--- config.mk ---
export PLATFORM = sky130hd
export DESIGN_NAME = arp_resolver
export DESIGN_NICKNAME = d
export VERILOG_FILES = /design/src/rtl/arp_resolver.sv
export SDC_FILE = /design/constraint.sdc
export NUM_CORES = 1
export LEC_CHECK = 0
export CAP_MARGIN = 15
export CORE_MARGIN = 2
export CORE_UTILIZATION = 47
export CTS_BUF_LIST = sky130_fd_sc_hd__clkbuf_4 sky130_fd_sc_hd__clkbuf_8
export CTS_CLUSTER_DIAMETER = 100
export DETAILED_ROUTE_END_ITERATION = 10
export PLACE_DENSITY = 0.95
export REMOVE_ABC_BUFFERS = 1
export SYNTH_ARGS = -nofsm -noshare
export SYNTH_HDL_FRONTEND = slang
export SYNTH_SLANG_ARGS = --single-unit
--- constraint.sdc ---
create_clock -name clk -period 3.5 [get_ports clk]
set_clock_uncertainty 0.05 [all_clocks]
set_input_delay 1.05 -clock clk [delete_from_list [all_inputs] [get_ports clk]]
set_output_delay 1.05 -clock clk [all_outputs]
set_load 0.01 [all_outputs]
--- src/rtl/arp_resolver.sv ---
// arp_resolver: next-hop IPv4 to MAC resolver, client of the ARP cache query port.
// Optional macro ARP_RESOLVER_LAST_HIT_EN adds a one-entry last-hit bypass.
module arp_resolver #(
    parameter int TIMEOUT_CYCLES = 64,
    parameter int CNT_W          = 16
) (
    input  logic             clk,
    input  logic             rst_n,
    input  logic             req_valid_i,
    output logic             req_ready_o,
    input  logic [31:0]      req_ip_i,
    output logic             query_req_valid_o,
    input  logic             query_req_ready_i,
    output logic [31:0]      query_ip_o,
    input  logic             query_resp_valid_i,
    output logic             query_resp_ready_o,
    input  logic [47:0]      query_mac_i,
    input  logic             query_err_i,
    output logic             res_valid_o,
    input  logic             res_ready_i,
    output logic [31:0]      res_ip_o,
    output logic [47:0]      res_mac_o,
    output logic             res_miss_o,
    output logic             res_timeout_o,
    output logic [CNT_W-1:0] miss_count_o
);

    typedef enum logic [1:0] {
        S_IDLE,
        S_QUERY,
        S_WAIT,
        S_OUT
    } state_t;

    localparam logic [15:0] LP_TMAX = 16'(TIMEOUT_CYCLES);

    state_t            r_state;
    state_t            w_next;
    logic [31:0]       r_ip;
    logic [47:0]       r_mac;
    logic              r_miss;
    logic              r_timeout;
    logic              r_stale;
    logic [15:0]       r_timer;
    logic [CNT_W-1:0]  r_miss_count;

    logic w_req_hs;
    logic w_query_hs;
    logic w_in_wait;
    logic w_resp_take;
    logic w_stale_drop;
    logic w_expire;
    logic w_out_hs;
    logic w_hit;
    logic [47:0] w_hit_mac;

    assign w_req_hs     = (r_state == S_IDLE) & req_valid_i;
    assign w_query_hs   = (r_state == S_QUERY) & query_req_ready_i;
    assign w_in_wait    = (r_state == S_WAIT);
    // The response channel is always ready, so valid alone is a handshake.
    assign w_resp_take  = w_in_wait & query_resp_valid_i & ~r_stale;
    assign w_stale_drop = w_in_wait & query_resp_valid_i & r_stale;
    // Timer holds the number of WAIT cycles already spent; a response in
    // the expiry cycle wins over the timeout.
    assign w_expire     = w_in_wait & ~w_resp_take & (r_timer == LP_TMAX);
    assign w_out_hs     = (r_state == S_OUT) & res_ready_i;

`ifdef ARP_RESOLVER_LAST_HIT_EN
    logic        r_lh_valid;
    logic [31:0] r_lh_ip;
    logic [47:0] r_lh_mac;

    assign w_hit     = r_lh_valid & (req_ip_i == r_lh_ip);
    assign w_hit_mac = r_lh_mac;

    // Last-hit entry: load on clean responses, drop on any miss.
    always_ff @(posedge clk or negedge rst_n) begin
        if (!rst_n) begin
            r_lh_valid <= 1'b0;
            r_lh_ip    <= '0;
            r_lh_mac   <= '0;
        end else if (w_resp_take && !query_err_i) begin
            r_lh_valid <= 1'b1;
            r_lh_ip    <= r_ip;
            r_lh_mac   <= query_mac_i;
        end else if (w_resp_take || w_expire) begin
            r_lh_valid <= 1'b0;
        end
    end
`else
    assign w_hit     = 1'b0;
    assign w_hit_mac = '0;
`endif

    // State register.
    always_ff @(posedge clk or negedge rst_n) begin
        if (!rst_n) begin
            r_state <= S_IDLE;
        end else begin
            r_state <= w_next;
        end
    end

    // Next-state decode.
    always_comb begin
        w_next = r_state;
        unique case (r_state)
            S_IDLE: begin
                if (req_valid_i) begin
                    w_next = w_hit ? S_OUT : S_QUERY;
                end
            end
            S_QUERY: begin
                if (query_req_ready_i) begin
                    w_next = S_WAIT;
                end
            end
            S_WAIT: begin
                if (w_resp_take || w_expire) begin
                    w_next = S_OUT;
                end
            end
            S_OUT: begin
                if (res_ready_i) begin
                    w_next = S_IDLE;
                end
            end
            default: w_next = S_IDLE;
        endcase
    end

    // Descriptor, result, timer and stale bookkeeping.
    always_ff @(posedge clk or negedge rst_n) begin
        if (!rst_n) begin
            r_ip      <= '0;
            r_mac     <= '0;
            r_miss    <= 1'b0;
            r_timeout <= 1'b0;
            r_stale   <= 1'b0;
            r_timer   <= '0;
        end else begin
            if (w_req_hs) begin
                r_ip <= req_ip_i;
                if (w_hit) begin
                    r_mac     <= w_hit_mac;
                    r_miss    <= 1'b0;
                    r_timeout <= 1'b0;
                end
            end
            if (w_query_hs) begin
                r_timer <= '0;
            end else if (w_in_wait && !w_resp_take && !w_expire) begin
                r_timer <= r_timer + 16'd1;
            end
            if (w_resp_take) begin
                r_mac     <= query_err_i ? 48'd0 : query_mac_i;
                r_miss    <= query_err_i;
                r_timeout <= 1'b0;
            end
            if (w_expire) begin
                r_mac     <= '0;
                r_miss    <= 1'b1;
                r_timeout <= 1'b1;
                r_stale   <= 1'b1;
            end else if (w_stale_drop) begin
                r_stale <= 1'b0;
            end
        end
    end

    // Saturating miss statistics.
    always_ff @(posedge clk or negedge rst_n) begin
        if (!rst_n) begin
            r_miss_count <= '0;
        end else if (w_out_hs && r_miss && !(&r_miss_count)) begin
            r_miss_count <= r_miss_count + 1'b1;
        end
    end

    assign req_ready_o        = (r_state == S_IDLE);
    assign query_req_valid_o  = (r_state == S_QUERY);
    assign query_ip_o         = r_ip;
    assign query_resp_ready_o = 1'b1;
    assign res_valid_o        = (r_state == S_OUT);
    assign res_ip_o           = r_ip;
    assign res_mac_o          = r_mac;
    assign res_miss_o         = r_miss;
    assign res_timeout_o      = r_timeout;
    assign miss_count_o       = r_miss_count;

endmodule
Word level (Yosys, flattened, before mapping)
Index checks and enable logic that the tools add are counted.
- register bits: 117
- bits of input ports: 87
- output and inout bits: 134
- logic and storage cells: 58
- add/subtract/negate cells: 2
- equality and inequality tests: 8
- multiplexer cells: 16
- bitwise gates (word level): 10
- reduce and logical (&&, ||, !) cells: 14
- operator list (operator ; number):
    48-bit two-way mux ; 3
    16-bit by 1-bit adder with 16-bit output, second input constant ; 2
    16-bit two-way mux ; 2
    16-bit by 7-bit equality test with 1-bit output, second input constant ; 1
    16-bit AND reduction ; 1
    1-bit bitwise AND ; 8
    2-bit two-way mux ; 4
    2-bit one-hot mux with 4 select lines ; 1
    1-bit two-way mux ; 6
    2-bit by 1-bit inequality test with 1-bit output, second input constant ; 3
    2-bit nonzero test ; 3
    2-bit equality test, second input constant ; 2
    1-bit logical AND ; 4
    4-bit AND reduction ; 1
    1-bit logical NOT ; 3
    2-bit by 1-bit equality test with 1-bit output, second input constant ; 1
    2-bit logical NOT ; 1
    2-bit inequality test, second input constant ; 1
    1-bit inverter ; 2
    1-bit logical OR ; 1

Longest topological paths before layout
- depth in word-level cells: 10
- gate-level depth with buffers: 8
- gate-level depth less buffers: 6

Least setup slack after synthesis
Ideal clock, no wire load.
- path type: input -> register
- start point: input query_resp_valid_i
- end point: register r_timer[11]
- arrival: 1.949 ns
- setup slack: 1.380 ns
- cell stages on the path: 4
- path through: and2b_4 -> nor4_4 -> a31oi_1 -> a41o_1
- word-level cells in the longest chain between the ends: 8
- elaborated cells between the ends (all ways): 10
- ends and longest elaborated chain (what ; RTL line ; text):
    from (decl) ; 15 ; input logic query_resp_valid_i,
    1-bit bitwise AND (*) (2 in a row) ; 61 ; assign w_resp_take = w_in_wait & query_resp_valid_i & ~r_stale;
    1-bit inverter ; 65 ; assign w_expire = w_in_wait & ~w_resp_take & (r_timer == LP_TMAX);
    1-bit bitwise AND (2 in a row) ; 65 ;
    1-bit logical NOT ; 152 ; end else if (w_in_wait && !w_resp_take && !w_expire) begin
    1-bit logical AND (*) ; 152 ;
    2-bit nonzero test (no source line) (*) ; -- ;
    to (signal assigned) ; 153 ; r_timer <= r_timer + 16'd1;
    to (decl) ; 44 ; logic [15:0] r_timer;
Every way passes the cells marked *; elsewhere a longest branch is shown, timed or not.
A chain may end at the register's enable or synchronous reset.

Final worst setup path
- start point: register r_state[0]
- end point: output req_ready_o
- word-level cells in the longest chain between the ends: 1
- ends and longest elaborated chain (what ; RTL line ; text):
    from (decl) ; 37 ; state_t r_state;
    from (signal assigned) ; 100 ; r_state <= w_next;
    2-bit logical NOT ; 180 ; assign req_ready_o = (r_state == S_IDLE);
    to (decl) ; 10 ; output logic req_ready_o,
No other way between the ends.

==> flow_metrics.tcl <==
set metrics [dict create \
    status "completed" \
    htreeDepth 4 \
    synth-async-reset-ratio_pct 100 \
    switching_share_pct 31.6 \
    slew-limit-headroom_pct 57.6 \
    dpl.cell_count 728 \
    synth_top_flop_cell "dfrtp_1" \
    post_cts_buffers 0 \
    p_clk_share_pct 19.5 \
    final.setup.tns_ns 0 \
    layout-drive-gt1-share_pct 12.8 \
    peakVddDrop_uv 538 \
    drtIter0Drc 234 \
    postCtsResizedCells 0 \
    first_pass_iters 4 \
    hold_start "res_mac_o[30]" \
    syn_area_mm2 0.00519 \
    seq_power_share_pct 36.0 \
    syn2layout_area_growth_pct 47.3 \
    critPathKind "reg -> out" \
    vias_per_cell 5.41 \
    holdBufCountCts 0 \
    synth_top_area_cell "dfrtp_1" \
    fmax_mhz 343 \
    synth.area.top_cells "dfrtp_1 56%, a22o_1 8.1%, mux2_2 7.2%, buf_4 4.8%, xnor2_1 3.0%" \
    wl_per_cell_um 17.6 \
    r2r_setup_slack_ns 1.17 \
    synth_edf_count 0 \
    cp-end-kind "primary output" \
    powerDensity_mw_per_mm2 799 \
    required_ns 2.40 \
    clk_latency_ns 0.42 \
    rsz0062_at_grt "false" \
    fin_crit_ns 2.91 \
    drc 0 \
    die_x_um 109 \
    cp_max_fo 4 \
    r2r_cells 6 \
    place_congestion 0.841 \
    p_leak_uw 0.00330 \
    overflow 0 \
    cts_buffers 17 \
    worstPathArrival_ns 1.81 \
    synth.top_cell.area_share_pct 56.4 \
    synth.distinct_cells 43 \
    placementRows 38 \
    pin_count 221 \
    cp-start-kind "flip-flop" \
    fin_cells 758 \
    yosys_warnings 0 \
    tightest_slew_ns 0.637 \
    drt_wl_total_mm 13.4 \
    finalCritPeriodShare_pct 83.2 \
    r2r-start "r_state[0]" \
    antennaDiodeCount 0 \
    syn_area_per_cell_um2 12.4 \
    internal-power_uw 4180 \
    clkSinkCount 117 \
    grt_pass1_vias 4179 \
    root_buffer "clkbuf_8" \
    cts_buffer_depth 2 \
    ys_ff_latch 117 \
    cts_tree "done" \
    cap_violations 0 \
    hpwl_mm 9.65 \
    yosysSeqAreaShare_pct 56.4 \
    grt_util_all_layers_pct 23.3 \
    die_area_mm2 0.0119 \
    initial_core_util_pct 48.1 \
    antenna_left 0 \
    holdPathEnd "res_mac_o[30]" \
    r2r_end "r_timer[11]" \
    die_y_um 109 \
    antenna_found_initial 0 \
    crit_start "r_state[0]" \
    final_nets 702 \
    switchingPower_uw 1930 \
    grt_pass1_wl_mm 21.0 \
    hold_class "reg -> reg" \
    netlist_instances 417 \
    setup_viol 0 \
    io_buffers 219 \
    hold_viol 0 \
    whs_path_depth 1 \
    core_mm2 0.0108 \
    pwr-share-comb_pct 44.4 \
    grt_max_degree 51 \
    vias 4097 \
    drv_slew 0 \
    clkTransAtPathRegs_ns 0.07 \
]
## sequential cells by signal, summed over array words and instances, names as in the netlist
signal         count
r_timer           16
res_timeout_o      1
res_miss_o         1
res_mac_o         48
r_stale            1
query_ip_o        32
miss_count_o      16
r_state            2
## cells in the mapped netlist, types with 9 or more instances
master	instances
dfrtp_1	117
a22o_1	48
buf_4	33
mux2_2	33
nand2_1	18
xnor2_1	18
nand3_1	13
nor2_1	13
a21oi_1	10
nand4_1	10
inv_1	9
## per-layer routing
| layer | part of all wire (%) | up-vias | track usage, % |
|---|---|---|---|
| li1 | - | 1862 | - |
| met3 | 7.4 | 22 | 7.29 |
| met2 | 54 | 202 | 41.3 |
| met1 | 37 | 2011 | 26.1 |
| met4 | 2.0 | 0 | 8.79 |
| met5 | 0 | - | 0 |
## cells in the final DEF, fill, tap and decap left out, drive strengths merged, types with 4 or more instances in the layout
cell / netlist / layout
a21oi: 10 / 10
a22o: 48 / 48
and2: 6 / 6
and3: 8 / 8
and4: 4 / 4
buf: 48 / 6
clkbuf: 5 / 21
clkdlybuf4s50: 0 / 218
clkinv: 0 / 5
dfrtp: 117 / 117
ha: 8 / 8
inv: 9 / 9
mux2: 35 / 35
nand2: 18 / 18
nand3: 13 / 13
nand4: 10 / 10
nor2: 13 / 13
nor3: 5 / 5
o211ai: 5 / 5
o21ai: 6 / 6
xnor2: 18 / 18
## layout make-up
cell class / count / area, um^2
clock inverters: 9 / 104
multi-input cells: 238 / 1880
well taps: 140 / 175
clock buffers: 21 / 283
fillers: 703 / 3150
repair buffers: 224 / 2240
flip-flops and latches: 117 / 2930
inverters: 9 / 33.8
## power groups by stage
stage | Combinational [uW] | Sequential [uW] | Clock [uW]
after floorplan | 744 | 2470 | 0
after global placement | 2640 | 2180 | 0
after detailed placement | 2730 | 2210 | 0
after CTS | 2750 | 2210 | 1220
after global routing | 2900 | 2270 | 1290
final | 2710 | 2200 | 1190
## kinds of logic (layout without fill, tap and decap cells)
group	after synthesis	in the layout	share of synthesized area (%)
AOI/OAI and AO/OA	83	83	12.8
xor gates and xnor gates	20	20	3.38
adders and majority gates	8	8	1.93
buffers and inverters	62	263	7.64
DFF	117	117	56.4
muxes	35	35	7.59
other	1	1	0.0723
and+or+nand+nor	91	91	10.1
## worst max-delay path by stage
| stage | endpoint | slack, ns | depth (start not counted) |
|---|---|---|---|
| 3_3_place_gp | r_timer[11] | 0.79 | 5 |
| 3_5_place_dp | r_timer[14] | 0.72 | 5 |
| 2_1_floorplan | res_mac_o[0] | 0.44 | 3 |
| 6_report | req_ready_o | 0.59 | 3 |
| 5_1_grt | req_ready_o | 0.49 | 3 |
| 4_1_cts | req_ready_o | 0.54 | 3 |
## critical path, cell delays in order, from the launching register on
cell and delay [ns]:
dfrtp_1 0.42, inv_1 0.12, ha_1 0.26, clkdlybuf4s50_1 0.58
## through the flow
stage | hold WS [ns] | total power, uW | util [%] | setup slack, ns | cell area (um^2)
after detailed placement | 0.431 | 4940 | 67.2 | 0.718 | 7260
after CTS | 0.455 | 6170 | 70.8 | 0.540 | 7640
after global routing | 0.466 | 6460 | 70.8 | 0.494 | 7640
final | 0.451 | 6110 | 70.8 | 0.587 | 7640
after global placement | 0.431 | 4820 | 67.2 | 0.791 | 7260
after floorplan | 0.461 | 3220 | - | 0.440 | 4830
No activity file was read; power rests on OpenSTA's default activity.
==> RTL edit 1, RTL diff (same settings) <==
Set the parameter `CNT_W` to 32 (it was 16).
--- a/src/rtl/arp_resolver.sv
+++ b/src/rtl/arp_resolver.sv
@@ -3,5 +3,5 @@
 module arp_resolver #(
     parameter int TIMEOUT_CYCLES = 64,
-    parameter int CNT_W          = 16
+    parameter int CNT_W          = 32
 ) (
     input  logic             clk,
Ports: changed (resized miss_count_o); port bits go from 221 to 237. No check against the original RTL was run, so the function may have changed too.
==> RTL edit 1 against the original RTL <==
- global-route usage is 0.26 points higher
- power rose by 6.5%
- design area rose by 13%
- wire length increased by 18%
- sequential cell count up 16
- area after synthesis up 12%
- worst setup slack better by 0.049 ns
- utilization grew 0.65 points
- clock power up 34%
- critical path type unchanged
- critical endpoint unchanged
- largest power group unchanged
- highest routed layer unchanged
==> RTL edit 1: results (changes against the original RTL) <==
.. list-table::
   :header-rows: 1

   * - Metric
     - Value
   * - Leak pwr
     - 3.80 nW (was 3.30 nW)
   * - Synth async-reset ratio
     - 100% (unchanged)
   * - Count of TritonRoute iterations in the first routing pass
     - 6 (was 4)
   * - Maximum number of pins on one net before global-route repair
     - 69 (was 51)
   * - Yosys cell types
     - 42 (was 43)
   * - Final routed wire length divided by cell count
     - 18.1 µm (was 17.6 µm)
   * - Global-route usage over all layers
     - 23.6% (was 23.3%)
   * - Data arrival time of the critical path
     - 1.76 ns (was 1.81 ns)
   * - Most numerous cell types in the synthesized netlist
     - 133 x sky130_fd_sc_hd__dfrtp_1, 48 x sky130_fd_sc_hd__a22o_1, 33 x sky130_fd_sc_hd__buf_4, 33 x sky130_fd_sc_hd__mux2_2, 27 x sky130_fd_sc_hd__xor2_1 (was 117 x sky130_fd_sc_hd__dfrtp_1, 48 x sky130_fd_sc_hd__a22o_1, 33 x sky130_fd_sc_hd__buf_4, 33 x sky130_fd_sc_hd__mux2_2)
   * - PortBufs
     - 235 (was 219)
   * - Worst-skew pair later-pin latency
     - 0.44 ns (was 0.42 ns)
   * - Dominant cells by area after synthesis
     - sky130_fd_sc_hd__dfrtp_1 57%, sky130_fd_sc_hd__a22o_1 7.2%, sky130_fd_sc_hd__mux2_2 6.4% (was sky130_fd_sc_hd__dfrtp_1 56%, sky130_fd_sc_hd__a22o_1 8.1%, sky130_fd_sc_hd__mux2_2 7.2%)
   * - Minimum setup slack after placement
     - 0.473 ns (was 0.718 ns)
   * - Final worst path period share
     - 81.8% (was 83.2%)
   * - Internal reg-to-reg setup slack
     - 1.01 ns (was 1.17 ns)
   * - Maximum vdd ir drop
     - 0.378 mV (was 0.538 mV)
   * - Worst hold slack
     - 0.452 ns (was 0.451 ns)
   * - Internal
     - 4.52 mW (was 4.18 mW)
   * - Share of layout cells above drive strength 1
     - 11.3% (was 12.8%)
   * - Run status
     - complete, no violations (unchanged)
   * - DP Cell Count
     - 837 (was 728)
   * - Global-route wire length before repair
     - 24.3 mm (was 21.0 mm)
   * - Routability Congestion
     - 0.840 (was 0.841)
   * - Average footprint of a synthesized cell
     - 12.1 µm² (was 12.4 µm²)
   * - Estimated wirelength of the detail-placed design
     - 11.5 mm (was 9.65 mm)
   * - 1st-iter DRT viols
     - 292 (was 234)
   * - Share of the yosys chip area belonging to registers
     - 57.1% (was 56.4%)
   * - Post-Place Cell Area
     - 8120 µm² (was 7260 µm²)
[RTL edit 1: per-layer routing]
metal,track usage [%],wire length (µm)
met5,0,0
met4,7.95,268
met3,7.17,1180
met2,41.2,8340
met1,27.6,5980
[RTL edit 1: cell type report]
class / count / area [µm²]
fillers: 794 / 3440
flip-flops and latches: 133 / 3330
repair buffers: 241 / 2390
multi-input cells: 280 / 2130
clock buffers: 21 / 283
clock inverters: 11 / 221
well taps: 168 / 210
inverters: 15 / 56.3
[RTL edit 1: kinds of logic after synthesis]
| kind of cell | share of synthesized area, % |
|---|---|
| DFF | 57.1 |
| muxes | 6.80 |
| AOI/OAI and AO/OA | 9.59 |
| buffers and inverters | 6.67 |
| xor gates and xnor gates | 6.16 |
| and+or+nand+nor | 11.9 |
| other | 0.0643 |
| adders and majority gates | 1.72 |
[RTL edit 1: worst paths after layout]
kind                                              start                           end  cells past startpoint
hold reg to reg            miss_count_o[12]$_DFFE_PN0P_  miss_count_o[12]$_DFFE_PN0P_                      1
hold / removal             miss_count_o[12]$_DFFE_PN0P_  miss_count_o[12]$_DFFE_PN0P_                      1
min in group asynchronous                         rst_n    query_ip_o[15]$_DFFE_PN0P_                      2
setup reg to reg           miss_count_o[24]$_DFFE_PN0P_   miss_count_o[1]$_DFFE_PN0P_                      5
setup / recovery                 r_state[0]$_DFFE_PN0P_                   req_ready_o                      3
max in group asynchronous                         rst_n        r_timer[3]$_DFFE_PN0P_                      2
[RTL edit 1: power by group through the flow]
stage / clock network [mW] / logic [mW] / registers [mW]
6_report: 1.60 / 2.58 / 2.33
5_1_grt: 1.70 / 2.74 / 2.39
3_5_place_dp: 0 / 2.59 / 2.35
4_1_cts: 1.63 / 2.59 / 2.34
2_1_floorplan: 0 / 0.726 / 2.58
3_3_place_gp: 0 / 2.50 / 2.32
==> RTL edit 2, RTL diff (config.mk and constraints unchanged) <==
Without the edit above. Encoding of `state_t`: now Gray code (2 bits for 4 states).
--- a/src/rtl/arp_resolver.sv
+++ b/src/rtl/arp_resolver.sv
@@ -27,8 +27,8 @@
 
     typedef enum logic [1:0] {
-        S_IDLE,
-        S_QUERY,
-        S_WAIT,
-        S_OUT
+        S_IDLE  = 2'b00,
+        S_QUERY = 2'b01,
+        S_WAIT  = 2'b11,
+        S_OUT   = 2'b10
     } state_t;
 
Function: same outputs for any inputs over 10 cycles, from zero or initial values and one cycle with rst_n low; not proved beyond that.
==> RTL edit 2 against the original RTL <==
- wire length is 4.6% higher
- area after synthesis fell by 2.0%
- sequential cell count stayed put
- design area shrank 1.0%
- power is 4.1% higher
- die area down 1.9%
- worst setup slack improved by 0.14 ns
- largest cell class unchanged
==> RTL edit 2: results (changes against the original RTL) <==
.. list-table::
   :header-rows: 1

   * - Metric
     - Value
   * - Run status
     - complete, no violations (unchanged)
   * - Share of the yosys chip area belonging to registers
     - 57.5% (was 56.4%)
   * - Worst hold endpoint
     - res_mac_o[2]$_DFFE_PN0P_ (was res_mac_o[30]$_DFFE_PN0P_)
   * - Net switching power figure
     - 2.04 mW (was 1.93 mW)
   * - Crit path capture
     - query_req_valid_o (was req_ready_o)
   * - Maximum number of pins on one net before global-route repair
     - 62 (was 51)
   * - HP Start
     - res_mac_o[2]$_DFFE_PN0P_ (was res_mac_o[30]$_DFFE_PN0P_)
   * - GRT met2 Usage
     - 43.0% (was 41.3%)
   * - Post-DR vias/cell
     - 5.44 (was 5.41)
   * - Global-route usage over all layers
     - 25.0% (was 23.3%)
   * - Multi-input gates
     - 234 (was 238)
   * - 1st-iter DRT viols
     - 176 (was 234)
   * - Clock network area share
     - 5.34% (was 5.06%)
   * - Internal reg-to-reg setup slack
     - 1.34 ns (was 1.17 ns)
   * - Sequential Power
     - 2.32 mW (was 2.20 mW)
   * - Data arrival time of the critical path
     - 1.67 ns (was 1.81 ns)
   * - Total Nets Final
     - 692 (was 702)
   * - Relative slew margins
     - 52.6% (was 57.6%)
   * - Share of layout cells above drive strength 1
     - 13.5% (was 12.8%)
   * - Count of clock-net buffers in the final layout
     - 23 (was 21)
   * - FF-to-FF path depth
     - 7 (was 6)
   * - Post-Place Cell Area
     - 7160 µm² (was 7260 µm²)
   * - Met3 global-route usage
     - 8.26% (was 7.29%)
   * - Power density of the placed cells
     - 841 nW/µm² (was 799 nW/µm²)
   * - Number of global-route vias before repair
     - 4,411 (was 4,179)
   * - Multi-input gate share of total cell area
     - 23.7% (was 24.6%)
   * - Maximum fanout along the worst path
     - 9 (was 4)
   * - R2r endpoint
     - res_mac_o[3]$_DFFE_PN0P_ (was r_timer[11]$_DFFE_PN0P_)
   * - Maximum vdd ir drop
     - 0.569 mV (was 0.538 mV)
   * - Dominant cells by area after synthesis
     - sky130_fd_sc_hd__dfrtp_1 58%, sky130_fd_sc_hd__a22o_1 8.4%, sky130_fd_sc_hd__mux2_2 8.0% (was sky130_fd_sc_hd__dfrtp_1 56%, sky130_fd_sc_hd__a22o_1 8.1%, sky130_fd_sc_hd__mux2_2 7.2%)
   * - Global-route wire length before repair
     - 22.4 mm (was 21.0 mm)
   * - Leak pwr
     - 3.21 nW (was 3.30 nW)
   * - Non-clock inverter instance count of the final layout
     - 8 (was 9)
[RTL edit 2: cell types whose count changed in the layout (fill, tap and decap cells not counted), sizes merged, moves of 4 or more]
cell	change
a21oi	+5
ha	-5
nor4	+4
nor3	-4
or4	+4
o31ai	+4
o211ai	-5
xnor2	-12
xor2	+5
and3	-8
[RTL edit 2: kinds of logic (layout without fill, tap and decap cells)]
family | Yosys count | in the layout | share of synthesized area (%)
AOI/OAI and AO/OA | 87 | 87 | 13.0
xor gates and xnor gates | 13 | 13 | 2.24
adders and majority gates | 3 | 3 | 0.738
buffers and inverters | 61 | 264 | 7.57
DFF | 117 | 117 | 57.5
muxes | 38 | 38 | 8.36
other | 1 | 1 | 0.0737
and+or+nand+nor | 92 | 92 | 10.5
[RTL edit 2: metrics by stage]
stage / worst slack, ns / std cells / power, mW / hold WS (ns) / util [%]
after floorplan: 0.152 / 359 / 3.29 / 0.437 / -
after global placement: 0.589 / 719 / 5.02 / 0.432 / 68.7
after detailed placement: 0.507 / 719 / 5.13 / 0.433 / 68.7
after CTS: 0.690 / 751 / 6.41 / 0.454 / 72.6
after global routing: 0.616 / 751 / 6.70 / 0.465 / 72.6
final: 0.729 / 751 / 6.36 / 0.450 / 72.6
[RTL edit 2: per-layer routing]
layer | up-vias | share of wire, %
met4 | 0 | 2.0
li1 | 1862 | -
met3 | 24 | 5.5
met1 | 2048 | 39
met5 | - | 0
met2 | 155 | 53
[RTL edit 2: worst max-delay path, cell delays in order (launching register included)]
cell and delay, ns:
sky130_fd_sc_hd__dfrtp_1 0.46, sky130_fd_sc_hd__nor2b_1 0.23, sky130_fd_sc_hd__clkdlybuf4s50_1 0.56
